===== src/rtl/msrv32_pc_src_ctrl_if.sv =====
// Side-band bundle between the PC-source controller and the control unit, CSR file and PC mux.
// The master modport is the controller; the slave modport is the surrounding core.
interface msrv32_pc_src_ctrl_if;
  logic       ahb_ready_in;
  logic       trap_req_in;
  logic       mret_in;
  logic       misaligned_instr_in;
  logic [1:0] pc_src_out;
  logic       fetch_en_out;
  logic       flush_out;
  logic       trap_taken_out;
  logic       mret_done_out;
  logic       misalign_cause_out;
  logic [2:0] state_out;

  modport master (
    input  ahb_ready_in,
    input  trap_req_in,
    input  mret_in,
    input  misaligned_instr_in,
    output pc_src_out,
    output fetch_en_out,
    output flush_out,
    output trap_taken_out,
    output mret_done_out,
    output misalign_cause_out,
    output state_out
  );

  modport slave (
    output ahb_ready_in,
    output trap_req_in,
    output mret_in,
    output misaligned_instr_in,
    input  pc_src_out,
    input  fetch_en_out,
    input  flush_out,
    input  trap_taken_out,
    input  mret_done_out,
    input  misalign_cause_out,
    input  state_out
  );
endinterface


===== src/rtl/msrv32_pc_src_ctrl.sv =====
// PC-source sequencer: boot, run, trap-entry and MRET-return phases driving the PC mux select.
// Optional feature macro MSRV32_MISALIGN_TRAP_EN turns a misaligned fetch in RUN into a trap.
module msrv32_pc_src_ctrl #(
  parameter int BOOT_CYCLES = 2,
  parameter int CNT_W       = 4
) (
  input  logic                  clk_in,
  input  logic                  rst_in,
  msrv32_pc_src_ctrl_if.master  bus
);

  typedef enum logic [2:0] {
    ST_RESET = 3'd0,
    ST_BOOT  = 3'd1,
    ST_RUN   = 3'd2,
    ST_TRAP  = 3'd3,
    ST_MRET  = 3'd4
  } state_t;

  localparam logic [CNT_W-1:0] BOOT_LAST = CNT_W'(BOOT_CYCLES - 1);

  state_t           state_q, state_d;
  logic [CNT_W-1:0] boot_cnt_q, boot_cnt_d;
  logic             trap_pend_q, trap_pend_d;
  logic             misalign_q, misalign_d;
  logic             trap_first_q, trap_first_d;
  logic             run_trap;
  logic             run_misalign;

`ifdef MSRV32_MISALIGN_TRAP_EN
  assign run_trap     = bus.trap_req_in | bus.misaligned_instr_in;
  assign run_misalign = bus.misaligned_instr_in;
`else
  logic unused_misaligned;
  assign unused_misaligned = bus.misaligned_instr_in;
  assign run_trap          = bus.trap_req_in;
  assign run_misalign      = 1'b0;
`endif

  always_comb begin
    state_d      = state_q;
    boot_cnt_d   = boot_cnt_q;
    trap_pend_d  = trap_pend_q;
    misalign_d   = misalign_q;
    trap_first_d = 1'b0;
    case (state_q)
      ST_RESET: state_d = ST_BOOT;
      ST_BOOT: begin
        if (bus.ahb_ready_in) begin
          if (boot_cnt_q == BOOT_LAST) begin
            state_d    = ST_RUN;
            boot_cnt_d = '0;
          end else begin
            boot_cnt_d = boot_cnt_q + CNT_W'(1);
          end
        end
      end
      ST_RUN: begin
        // A trap request outranks a simultaneous MRET, which is simply dropped.
        if (run_trap) begin
          state_d      = ST_TRAP;
          trap_first_d = 1'b1;
          misalign_d   = run_misalign;
        end else if (bus.mret_in) begin
          state_d = ST_MRET;
        end
      end
      ST_TRAP: begin
        if (bus.ahb_ready_in) begin
          misalign_d = 1'b0;
          if (trap_pend_q) begin
            state_d      = ST_TRAP;
            trap_first_d = 1'b1;
            trap_pend_d  = 1'b0;
          end else begin
            state_d = ST_RUN;
          end
        end
      end
      ST_MRET: begin
        if (bus.trap_req_in) begin
          trap_pend_d = 1'b1;
        end
        if (bus.ahb_ready_in) begin
          if (trap_pend_q || bus.trap_req_in) begin
            state_d      = ST_TRAP;
            trap_first_d = 1'b1;
            trap_pend_d  = 1'b0;
          end else begin
            state_d = ST_RUN;
          end
        end
      end
      default: state_d = ST_RESET;
    endcase
  end

  always_ff @(posedge clk_in) begin
    if (!rst_in) begin
      state_q      <= ST_RESET;
      boot_cnt_q   <= '0;
      trap_pend_q  <= 1'b0;
      misalign_q   <= 1'b0;
      trap_first_q <= 1'b0;
    end else begin
      state_q      <= state_d;
      boot_cnt_q   <= boot_cnt_d;
      trap_pend_q  <= trap_pend_d;
      misalign_q   <= misalign_d;
      trap_first_q <= trap_first_d;
    end
  end

  always_comb begin
    bus.pc_src_out   = 2'b00;
    bus.fetch_en_out = 1'b0;
    bus.flush_out    = 1'b0;
    case (state_q)
      ST_BOOT: begin
        bus.pc_src_out   = 2'b00;
        bus.fetch_en_out = 1'b1;
      end
      ST_RUN: begin
        bus.pc_src_out   = 2'b11;
        bus.fetch_en_out = 1'b1;
      end
      ST_TRAP: begin
        bus.pc_src_out   = 2'b10;
        bus.fetch_en_out = 1'b1;
        bus.flush_out    = 1'b1;
      end
      ST_MRET: begin
        bus.pc_src_out   = 2'b01;
        bus.fetch_en_out = 1'b1;
        bus.flush_out    = 1'b1;
      end
      default: begin
        bus.pc_src_out   = 2'b00;
        bus.fetch_en_out = 1'b0;
        bus.flush_out    = 1'b0;
      end
    endcase
  end

  // MRET completion can only be known in the cycle the bus accepts, so ready gates the pulse.
  assign bus.mret_done_out      = (state_q == ST_MRET) && bus.ahb_ready_in;
  assign bus.trap_taken_out     = trap_first_q;
  assign bus.misalign_cause_out = misalign_q;
  assign bus.state_out          = state_q;

endmodule


===== src/flat_wrapper.sv =====
// flat-port wrapper written by rule: the top's interface ports become plain ports
module msrv32_pc_src_ctrl_flat 
#(
  parameter int BOOT_CYCLES = 2,
  parameter int CNT_W       = 4
)
  (clk_in, rst_in, bus_ahb_ready_in, bus_trap_req_in, bus_mret_in, bus_misaligned_instr_in, bus_pc_src_out, bus_fetch_en_out, bus_flush_out, bus_trap_taken_out, bus_mret_done_out, bus_misalign_cause_out, bus_state_out);
  msrv32_pc_src_ctrl_if bus_i ();
  input  logic clk_in;
  input  logic rst_in;
  input wire logic [$bits(bus_i.ahb_ready_in)-1:0] bus_ahb_ready_in;
  input wire logic [$bits(bus_i.trap_req_in)-1:0] bus_trap_req_in;
  input wire logic [$bits(bus_i.mret_in)-1:0] bus_mret_in;
  input wire logic [$bits(bus_i.misaligned_instr_in)-1:0] bus_misaligned_instr_in;
  output wire logic [$bits(bus_i.pc_src_out)-1:0] bus_pc_src_out;
  output wire logic [$bits(bus_i.fetch_en_out)-1:0] bus_fetch_en_out;
  output wire logic [$bits(bus_i.flush_out)-1:0] bus_flush_out;
  output wire logic [$bits(bus_i.trap_taken_out)-1:0] bus_trap_taken_out;
  output wire logic [$bits(bus_i.mret_done_out)-1:0] bus_mret_done_out;
  output wire logic [$bits(bus_i.misalign_cause_out)-1:0] bus_misalign_cause_out;
  output wire logic [$bits(bus_i.state_out)-1:0] bus_state_out;
  assign bus_i.ahb_ready_in = bus_ahb_ready_in;
  assign bus_i.trap_req_in = bus_trap_req_in;
  assign bus_i.mret_in = bus_mret_in;
  assign bus_i.misaligned_instr_in = bus_misaligned_instr_in;
  assign bus_pc_src_out = bus_i.pc_src_out;
  assign bus_fetch_en_out = bus_i.fetch_en_out;
  assign bus_flush_out = bus_i.flush_out;
  assign bus_trap_taken_out = bus_i.trap_taken_out;
  assign bus_mret_done_out = bus_i.mret_done_out;
  assign bus_misalign_cause_out = bus_i.misalign_cause_out;
  assign bus_state_out = bus_i.state_out;
  msrv32_pc_src_ctrl #(.BOOT_CYCLES(BOOT_CYCLES), .CNT_W(CNT_W)) u_core (.clk_in(clk_in), .rst_in(rst_in), .bus(bus_i));
endmodule

===== config.mk =====
export PLATFORM = sky130hd
export DESIGN_NAME = msrv32_pc_src_ctrl_flat
export DESIGN_NICKNAME = d
export VERILOG_FILES = /design/src/rtl/msrv32_pc_src_ctrl_if.sv /design/src/rtl/msrv32_pc_src_ctrl.sv /design/src/flat_wrapper.sv
export SDC_FILE = /design/constraint.sdc
export NUM_CORES = 1
export LEC_CHECK = 0
export CELL_PAD_IN_SITES_DETAIL_PLACEMENT = 0
export CELL_PAD_IN_SITES_GLOBAL_PLACEMENT = 2
export CORE_UTILIZATION = 25
export CTS_CLUSTER_DIAMETER = 40
export DETAILED_ROUTE_END_ITERATION = 7
export GPL_TIMING_DRIVEN = 1
export PLACE_DENSITY = 0.78
export SLEW_MARGIN = 25
export SYNTH_ARGS = -nofsm -noshare
export SYNTH_HDL_FRONTEND = slang
export SYNTH_SLANG_ARGS = --single-unit

===== constraint.sdc =====
create_clock -name clk_in -period 1.7 [get_ports clk_in]
set_input_delay 0.17 -clock clk_in [delete_from_list [all_inputs] [get_ports clk_in]]
set_output_delay 0.17 -clock clk_in [all_outputs]
set_load 0.05 [all_outputs]

Word-level counts from Yosys, hierarchy flattened
Index checks and enable logic that the tools add are counted.
{"block": "classes", "n_eq_ne": 11, "n_addsub": 1, "mux": 26, "n_reduce_logical": 11}
{"operator": "$mux W3", "count": 6}
{"operator": "$pmux W3 S5", "count": 1}
{"operator": "$mux W1", "count": 14}
{"operator": "$ne A2 B2 Y1 const B", "count": 4}
{"operator": "$eq A3 B2 Y1 const B", "count": 2}
{"operator": "$pmux W2 S3", "count": 1}
{"operator": "$reduce_and A5 Y1", "count": 1}
{"operator": "$add A4 B1 Y4 const B", "count": 1}
{"operator": "$eq A4 B1 Y1 const B", "count": 1}
{"operator": "$mux W4", "count": 1}
{"operator": "$pmux W1 S2", "count": 2}
{"operator": "$reduce_and A2 Y1", "count": 2}
{"operator": "$reduce_bool A2 Y1", "count": 2}
{"operator": "$reduce_or A4 Y1", "count": 1}
{"operator": "$eq A3 B1 Y1 const B", "count": 1}
{"operator": "$eq A3 B3 Y1 const B", "count": 1}
{"operator": "$logic_not A3 Y1", "count": 1}
{"operator": "$ne A3 B3 Y1 const B", "count": 1}
{"operator": "$pmux W1 S3", "count": 1}
{"operator": "$reduce_and A3 Y1", "count": 1}
{"operator": "$ne A2 B1 Y1 const B", "count": 1}
{"operator": "$reduce_or A2 Y1", "count": 1}
{"operator": "$logic_and A1 B1 Y1", "count": 1}
{"operator": "$logic_or A1 B1 Y1", "count": 1}
{"block": "word_totals", "ff_bits": 10, "input_bits": 6, "wordCells": 54, "out_inout_bits": 10}

Logic depth before layout (Yosys ltp)
{"block": "depth", "word_depth": 4, "depth_mapped": 5, "depth_no_buf": 4}

Worst setup path after synthesis
OpenSTA, ideal clock, no wires.
{"block": "synth_path", "path_kind": "register to register", "start": "register u_core.state_q[1] (netlist: u_core.bus.state_out[1])", "end": "register u_core.trap_first_q (netlist: u_core.bus.trap_taken_out)", "stages_incl_launch_ff": 6, "arrival_ns": 2.461, "setup_time_ns": 0.074, "t_required_ns": 1.626, "setup_slack_ns": -0.835, "period_less_slack_ns": 2.535, "n_path_buf": 1, "path_cell_list": "dfxtp_1 -> buf_6 -> nor2b_1 -> a21o_1 -> a22oi_1 -> o21ai_0"}
{"block": "synth_via", "elab_chain_len": 2, "word_cells_on_any_way": 4, "cone_classes": "eq/ne: 3; mux: 1"}
{"element": "start, declared", "line": "msrv32_pc_src_ctrl.sv:22", "source": "state_t state_q, state_d;"}
{"element": "start signal, assigned", "line": "msrv32_pc_src_ctrl.sv:106", "source": "state_q <= state_d;"}
{"element": "$eq A3 B3 Y1 or $eq A3 B2 Y1 (tied branches)", "line": "msrv32_pc_src_ctrl.sv:46", "source": "case (state_q)"}
{"element": "$pmux W1 S3 *", "line": "msrv32_pc_src_ctrl.sv:46"}
{"element": "end signal, assigned", "line": "msrv32_pc_src_ctrl.sv:110", "source": "trap_first_q <= trap_first_d;"}
{"element": "end, declared", "line": "msrv32_pc_src_ctrl.sv:26", "source": "logic trap_first_q, trap_first_d;"}
Every way passes the cells marked *; elsewhere a longest branch is shown, timed or not.
A chain may end at the register's enable or synchronous reset.

Final worst setup path
{"block": "layout_path", "start": "register u_core.state_q[2] (netlist: u_core.bus.state_out[2])", "end": "output port bus_mret_done_out"}
{"block": "layout_via", "elab_chain_len": 2}
{"element": "$eq A3 B3 Y1", "line": "msrv32_pc_src_ctrl.sv:146", "source": "assign bus.mret_done_out = (state_q == ST_MRET) && bus.ahb_ready_in;"}
{"element": "$logic_and A1 B1 Y1", "line": "msrv32_pc_src_ctrl.sv:146"}
{"element": "end, declared", "line": "flat_wrapper.sv:19", "source": "output wire logic [$bits(bus_i.mret_done_out)-1:0] bus_mret_done_out;"}
Every way passes these cells.

==> results_tabular.tex <==
\begin{tabular}{lr}
\hline
Metric & Value \\
\hline
\multicolumn{2}{l}{\textbf{Outcome}} \\
\quad Run status & finished, final reports clean \\
\multicolumn{2}{l}{\textbf{Power}} \\
\quad Total Power & 1.34 mW \\
\quad Sequential fraction of design power & 24.5\% \\
\quad Net switching share of the total power & approximately 46\% \\
\quad Leakage dissipation & 0.309 nW \\
\quad Power dissipated by switching net loads & 0.618 mW \\
\quad Clock network fraction of total power & 12.0\% \\
\quad Power Internal & slightly above 0.7 mW \\
\quad Power density relative to cell area & between 1500 and 2000 nW/um\^{}2 \\
\quad Combinational share of power & 63.6\% \\
\quad Peak supply drop & around 0.00064 V \\
\multicolumn{2}{l}{\textbf{Die}} \\
\quad Total die area & 2460 um\^{}2 \\
\quad Number of placement rows & 16 \\
\quad Initial core utilization & 27.8\% \\
\quad I/O pin count & 16 \\
\quad Die X & 49.6 um \\
\quad Height of the chip & 49.6 um \\
\quad Core Box Area & 2040 um\^{}2 \\
\multicolumn{2}{l}{\textbf{Global route}} \\
\quad Global routing met1 resource utilization & 17.1\% \\
\quad Antenna violations before repair & 0 \\
\quad Gr usage total & 11.4\% \\
\quad Overflow left after global routing & 0 \\
\quad Met3 capacity usage during global routing & 4.01\% \\
\quad First-pass GRT wire length & 2.17 mm \\
\quad Routing layer with the top usage in global route & met1 \\
\quad Met2 demand-to-capacity share in global routing & 14.9\% \\
\quad Vias in the first global route & 462 \\
\quad Largest net degree at the start of global routing & 15 \\
\multicolumn{2}{l}{\textbf{Layout}} \\
\quad Design area & 823 um\^{}2 \\
\quad Sequential standard cell area & 183 um\^{}2 \\
\quad Area taken by multi-input logic gates & 374 um\^{}2 \\
\quad Ratio of cells with drive above 1 in the final layout & about a third \\
\quad Layout filler cell count & $\sim$210 \\
\quad Relative area change from synthesis to final layout & 45.3\% \\
\quad End-of-flow core utilization & roughly two fifths \\
\quad Net count of the finished layout & 90 \\
\quad Ant. Diodes & 0 \\
\multicolumn{2}{l}{\textbf{CTS}} \\
\quad Clock tree from TritonCTS & done \\
\quad Number of buffers added by the clock tree synthesis step & 3 \\
\quad CTS Hold Buffers Added & 0 \\
\quad Number of buffers added for setup after CTS & 0 \\
\quad \# resized after CTS & 1 \\
\quad Clock slew seen by the registers of the worst setup and hold paths & 60 ps \\
\quad Library cell used as clock root buffer & sky130\_fd\_sc\_hd\_\_clkbuf\_4 \\
\quad Maximum count of clock buffers along a single path & 2 \\
\quad Number of clock sinks & 9 \\
\quad Count of H-tree levels built during CTS & 1 \\
\quad Worst-Skew Late Latency & 260 ps \\
\multicolumn{2}{l}{\textbf{Logic synthesis}} \\
\quad Syn\_nets & 73 \\
\quad Distinct cell type count after synthesis & 36 \\
\quad Synth Warn \# & 0 \\
\quad Synth Instances & 67 \\
\quad Sequential element share of the synthesized area & 31.8\% \\
\quad Flop and latch count out of synthesis & 9 \\
\quad Synthesized area divided by synthesized cell count & 8.46 um\^{}2 \\
\quad Post-synthesis instance area & 567 um\^{}2 \\
\multicolumn{2}{l}{\textbf{Worst setup path}} \\
\quad Type of the worst setup path & reg2out \\
\quad Standard cell with the maximum stage delay on the critical path & sky130\_fd\_sc\_hd\_\_dfxtp\_2 \\
\quad Category of the worst setup path launch point & register \\
\quad Worst Path Arrival & 1440 ps \\
\quad Endpoint type of the worst setup path & output pin \\
\quad Critical path, cell by cell & nor3b\_4 > and2\_2 > buf\_12 \\
\quad Max FO, Critical Path & 14 \\
\quad Required time worst endpoint & 1530 ps \\
\quad Critical path's largest stage delay & 500 ps \\
\multicolumn{2}{l}{\textbf{Timing}} \\
\quad Final critical-path share of the clock period & 94.5\% \\
\quad Worst setup skew after layout & 6.17 ps \\
\quad Number of endpoints failing setup at the final stage & 0 \\
\quad Fmax & 0.622 GHz \\
\quad Total count of max-transition violations in the final report & 0 \\
\quad RSZ-0062 raised after global routing & no \\
\quad Minimum clock period after layout & 1610 ps \\
\quad Hold violation total from the final report & 0 \\
\multicolumn{2}{l}{\textbf{Detailed routing}} \\
\quad Detail-routed net length per standard cell & 11.3 um \\
\quad Detail Route Antenna Nets & 0 \\
\quad Via-to-Cell Ratio & 4.84 \\
\quad Detailed-routing iteration count for the pre-antenna-repair pass & 4 \\
\quad Number of DRC violations after detailed routing & 0 \\
\quad Initial DRC Count & 6 \\
\quad Total via count after detailed routing & 532 \\
\quad Detailed Route WL & 1.25 mm \\
\multicolumn{2}{l}{\textbf{Min path}} \\
\quad Class of the tightest hold or removal check & in2reg \\
\multicolumn{2}{l}{\textbf{Placed design}} \\
\quad Number of port buffers & 13 \\
\quad Final estimated routing congestion in global placement & 0.697 \\
\quad Cell area reported after detailed placement & 786 um\^{}2 \\
\quad DP HPWL & 901 um \\
\multicolumn{2}{l}{\textbf{Flow run}} \\
\quad Max-cap viol count & 0 \\
\hline
\end{tabular}
layer usage:
layer / wire (um) / vias to the layer above
met5: 0 / -
met4: 0 / 0
met3: 66 / 0
met2: 520 / 15
met1: 660 / 252
li1: - / 265
power groups by stage:
stage | registers [mW] | clock network, mW | logic [mW]
final | 0.328 | 0.161 | 0.853
after global routing | 0.337 | 0.184 | 0.912
after CTS | 0.320 | 0.172 | 0.857
after detailed placement | 0.321 | 0 | 0.855
after global placement | 0.323 | 0 | 0.856
after floorplan | 0.371 | 0 | 0.492
path summary, 6_finish.rpt:
| path | from | slack [ps] | to | cells after the start |
|---|---|---|---|---|
| setup / recovery | u_core.bus.state_out[2]$_SDFFE_PN0P_ | 90 | bus_mret_done_out | 3 |
| hold / removal | bus_mret_in | 510 | u_core.bus.state_out[2]$_SDFFE_PN0P_ | 3 |
| setup reg to reg | u_core.bus.state_out[2]$_SDFFE_PN0P_ | 160 | u_core.bus.state_out[0]$_SDFFE_PN0P_ | 4 |
| hold reg to reg | u_core.boot_cnt_q[1]$_SDFFE_PN0P_ | 520 | u_core.boot_cnt_q[1]$_SDFFE_PN0P_ | 2 |
synthesized netlist by cell type:
master | instances | area [um^2]
sky130_fd_sc_hd__a21boi_1 | 1 | 7.51
sky130_fd_sc_hd__a21o_1 | 1 | 7.51
sky130_fd_sc_hd__a21oi_1 | 4 | 20.0
sky130_fd_sc_hd__a21oi_2 | 1 | 8.76
sky130_fd_sc_hd__a221oi_1 | 1 | 8.76
sky130_fd_sc_hd__a22oi_1 | 1 | 7.51
sky130_fd_sc_hd__and2_1 | 4 | 25.0
sky130_fd_sc_hd__and3b_2 | 1 | 10.0
sky130_fd_sc_hd__and4bb_4 | 1 | 16.3
sky130_fd_sc_hd__buf_4 | 3 | 22.5
sky130_fd_sc_hd__buf_6 | 1 | 11.3
sky130_fd_sc_hd__clkbuf_1 | 1 | 3.75
sky130_fd_sc_hd__conb_1 | 1 | 3.75
sky130_fd_sc_hd__dfxtp_1 | 9 | 180
sky130_fd_sc_hd__inv_1 | 1 | 3.75
sky130_fd_sc_hd__nand2_1 | 3 | 11.3
sky130_fd_sc_hd__nand2_2 | 1 | 6.26
sky130_fd_sc_hd__nand2b_1 | 2 | 12.5
sky130_fd_sc_hd__nand3_1 | 1 | 5.00
sky130_fd_sc_hd__nand3b_1 | 2 | 15.0
sky130_fd_sc_hd__nand4_1 | 2 | 12.5
sky130_fd_sc_hd__nor2_1 | 4 | 15.0
sky130_fd_sc_hd__nor2b_1 | 2 | 12.5
sky130_fd_sc_hd__nor3_1 | 2 | 10.0
sky130_fd_sc_hd__nor3b_1 | 1 | 7.51
sky130_fd_sc_hd__nor4b_1 | 1 | 8.76
sky130_fd_sc_hd__o21a_1 | 1 | 7.51
sky130_fd_sc_hd__o21ai_0 | 3 | 15.0
sky130_fd_sc_hd__o311ai_0 | 1 | 8.76
sky130_fd_sc_hd__o31ai_1 | 1 | 7.51
sky130_fd_sc_hd__or2_2 | 1 | 6.26
sky130_fd_sc_hd__or3_1 | 1 | 6.26
sky130_fd_sc_hd__or3b_1 | 1 | 8.76
sky130_fd_sc_hd__or4b_1 | 1 | 10.0
sky130_fd_sc_hd__xnor2_1 | 4 | 35.0
sky130_fd_sc_hd__xor2_1 | 1 | 8.76
layout make-up:
| cell class | instances | share of cell area (%) |
|---|---|---|
| clock buffer | 4 | 3.19 |
| inverter | 1 | 0.456 |
| multi-input combinational | 52 | 45.4 |
| sequential | 9 | 22.2 |
| tap | 27 | 4.10 |
| timing repair buffer | 17 | 24.6 |
registers in the layout (all words and copies together) (netlist names):
| name | count |
|---|---|
| u_core.trap_pend_q | 1 |
| u_core.boot_cnt_q | 4 |
| u_core.bus.state_out | 3 |
| u_core.bus.trap_taken_out | 1 |
stage by stage:
stage          TNS (ps)  setup WS, ps  hold WS [ps]  instances
6_report              0          92.8           513        110
5_1_grt               0          1.51           517        110
4_1_cts               0          48.3           502        110
3_5_place_dp    -0.0658       -0.0658           502        106
3_3_place_gp          0          1.76           497        106
2_1_floorplan         0          14.4           310         67
critical path: cells and delay by family, from the launching register on:
kind          cells  cell delay (ps)
buf+inv           1              140
flops             1              500
simple gates      2              530
placed cells by master (no fill, tap or decap), types with 2 or more instances in the layout:
cell type / n
sky130_fd_sc_hd__buf_4: 7
sky130_fd_sc_hd__dfxtp_1: 7
sky130_fd_sc_hd__clkdlybuf4s50_1: 5
sky130_fd_sc_hd__buf_12: 5
sky130_fd_sc_hd__nor2_1: 4
sky130_fd_sc_hd__a21oi_1: 4
sky130_fd_sc_hd__xnor2_1: 3
sky130_fd_sc_hd__nand2_1: 3
sky130_fd_sc_hd__o21ai_0: 3
sky130_fd_sc_hd__and2_1: 3
sky130_fd_sc_hd__clkbuf_4: 3
sky130_fd_sc_hd__nand4_1: 2
sky130_fd_sc_hd__nand3b_1: 2
sky130_fd_sc_hd__nand2b_1: 2
sky130_fd_sc_hd__nor3_1: 2
sky130_fd_sc_hd__dfxtp_2: 2
kinds of logic (layout without fill, tap and decap cells):
kind of cell / Yosys count / in the layout / synth area share (%)
DFF: 9 / 9 / 31.8
and+or+nand+nor: 31 / 31 / 35.1
AOI/OAI and AO/OA: 15 / 15 / 17.4
other: 1 / 1 / 0.662
xor gates and xnor gates: 5 / 5 / 7.73
buffers and inverters: 6 / 22 / 7.28
(Power assumes the default switching activity.)
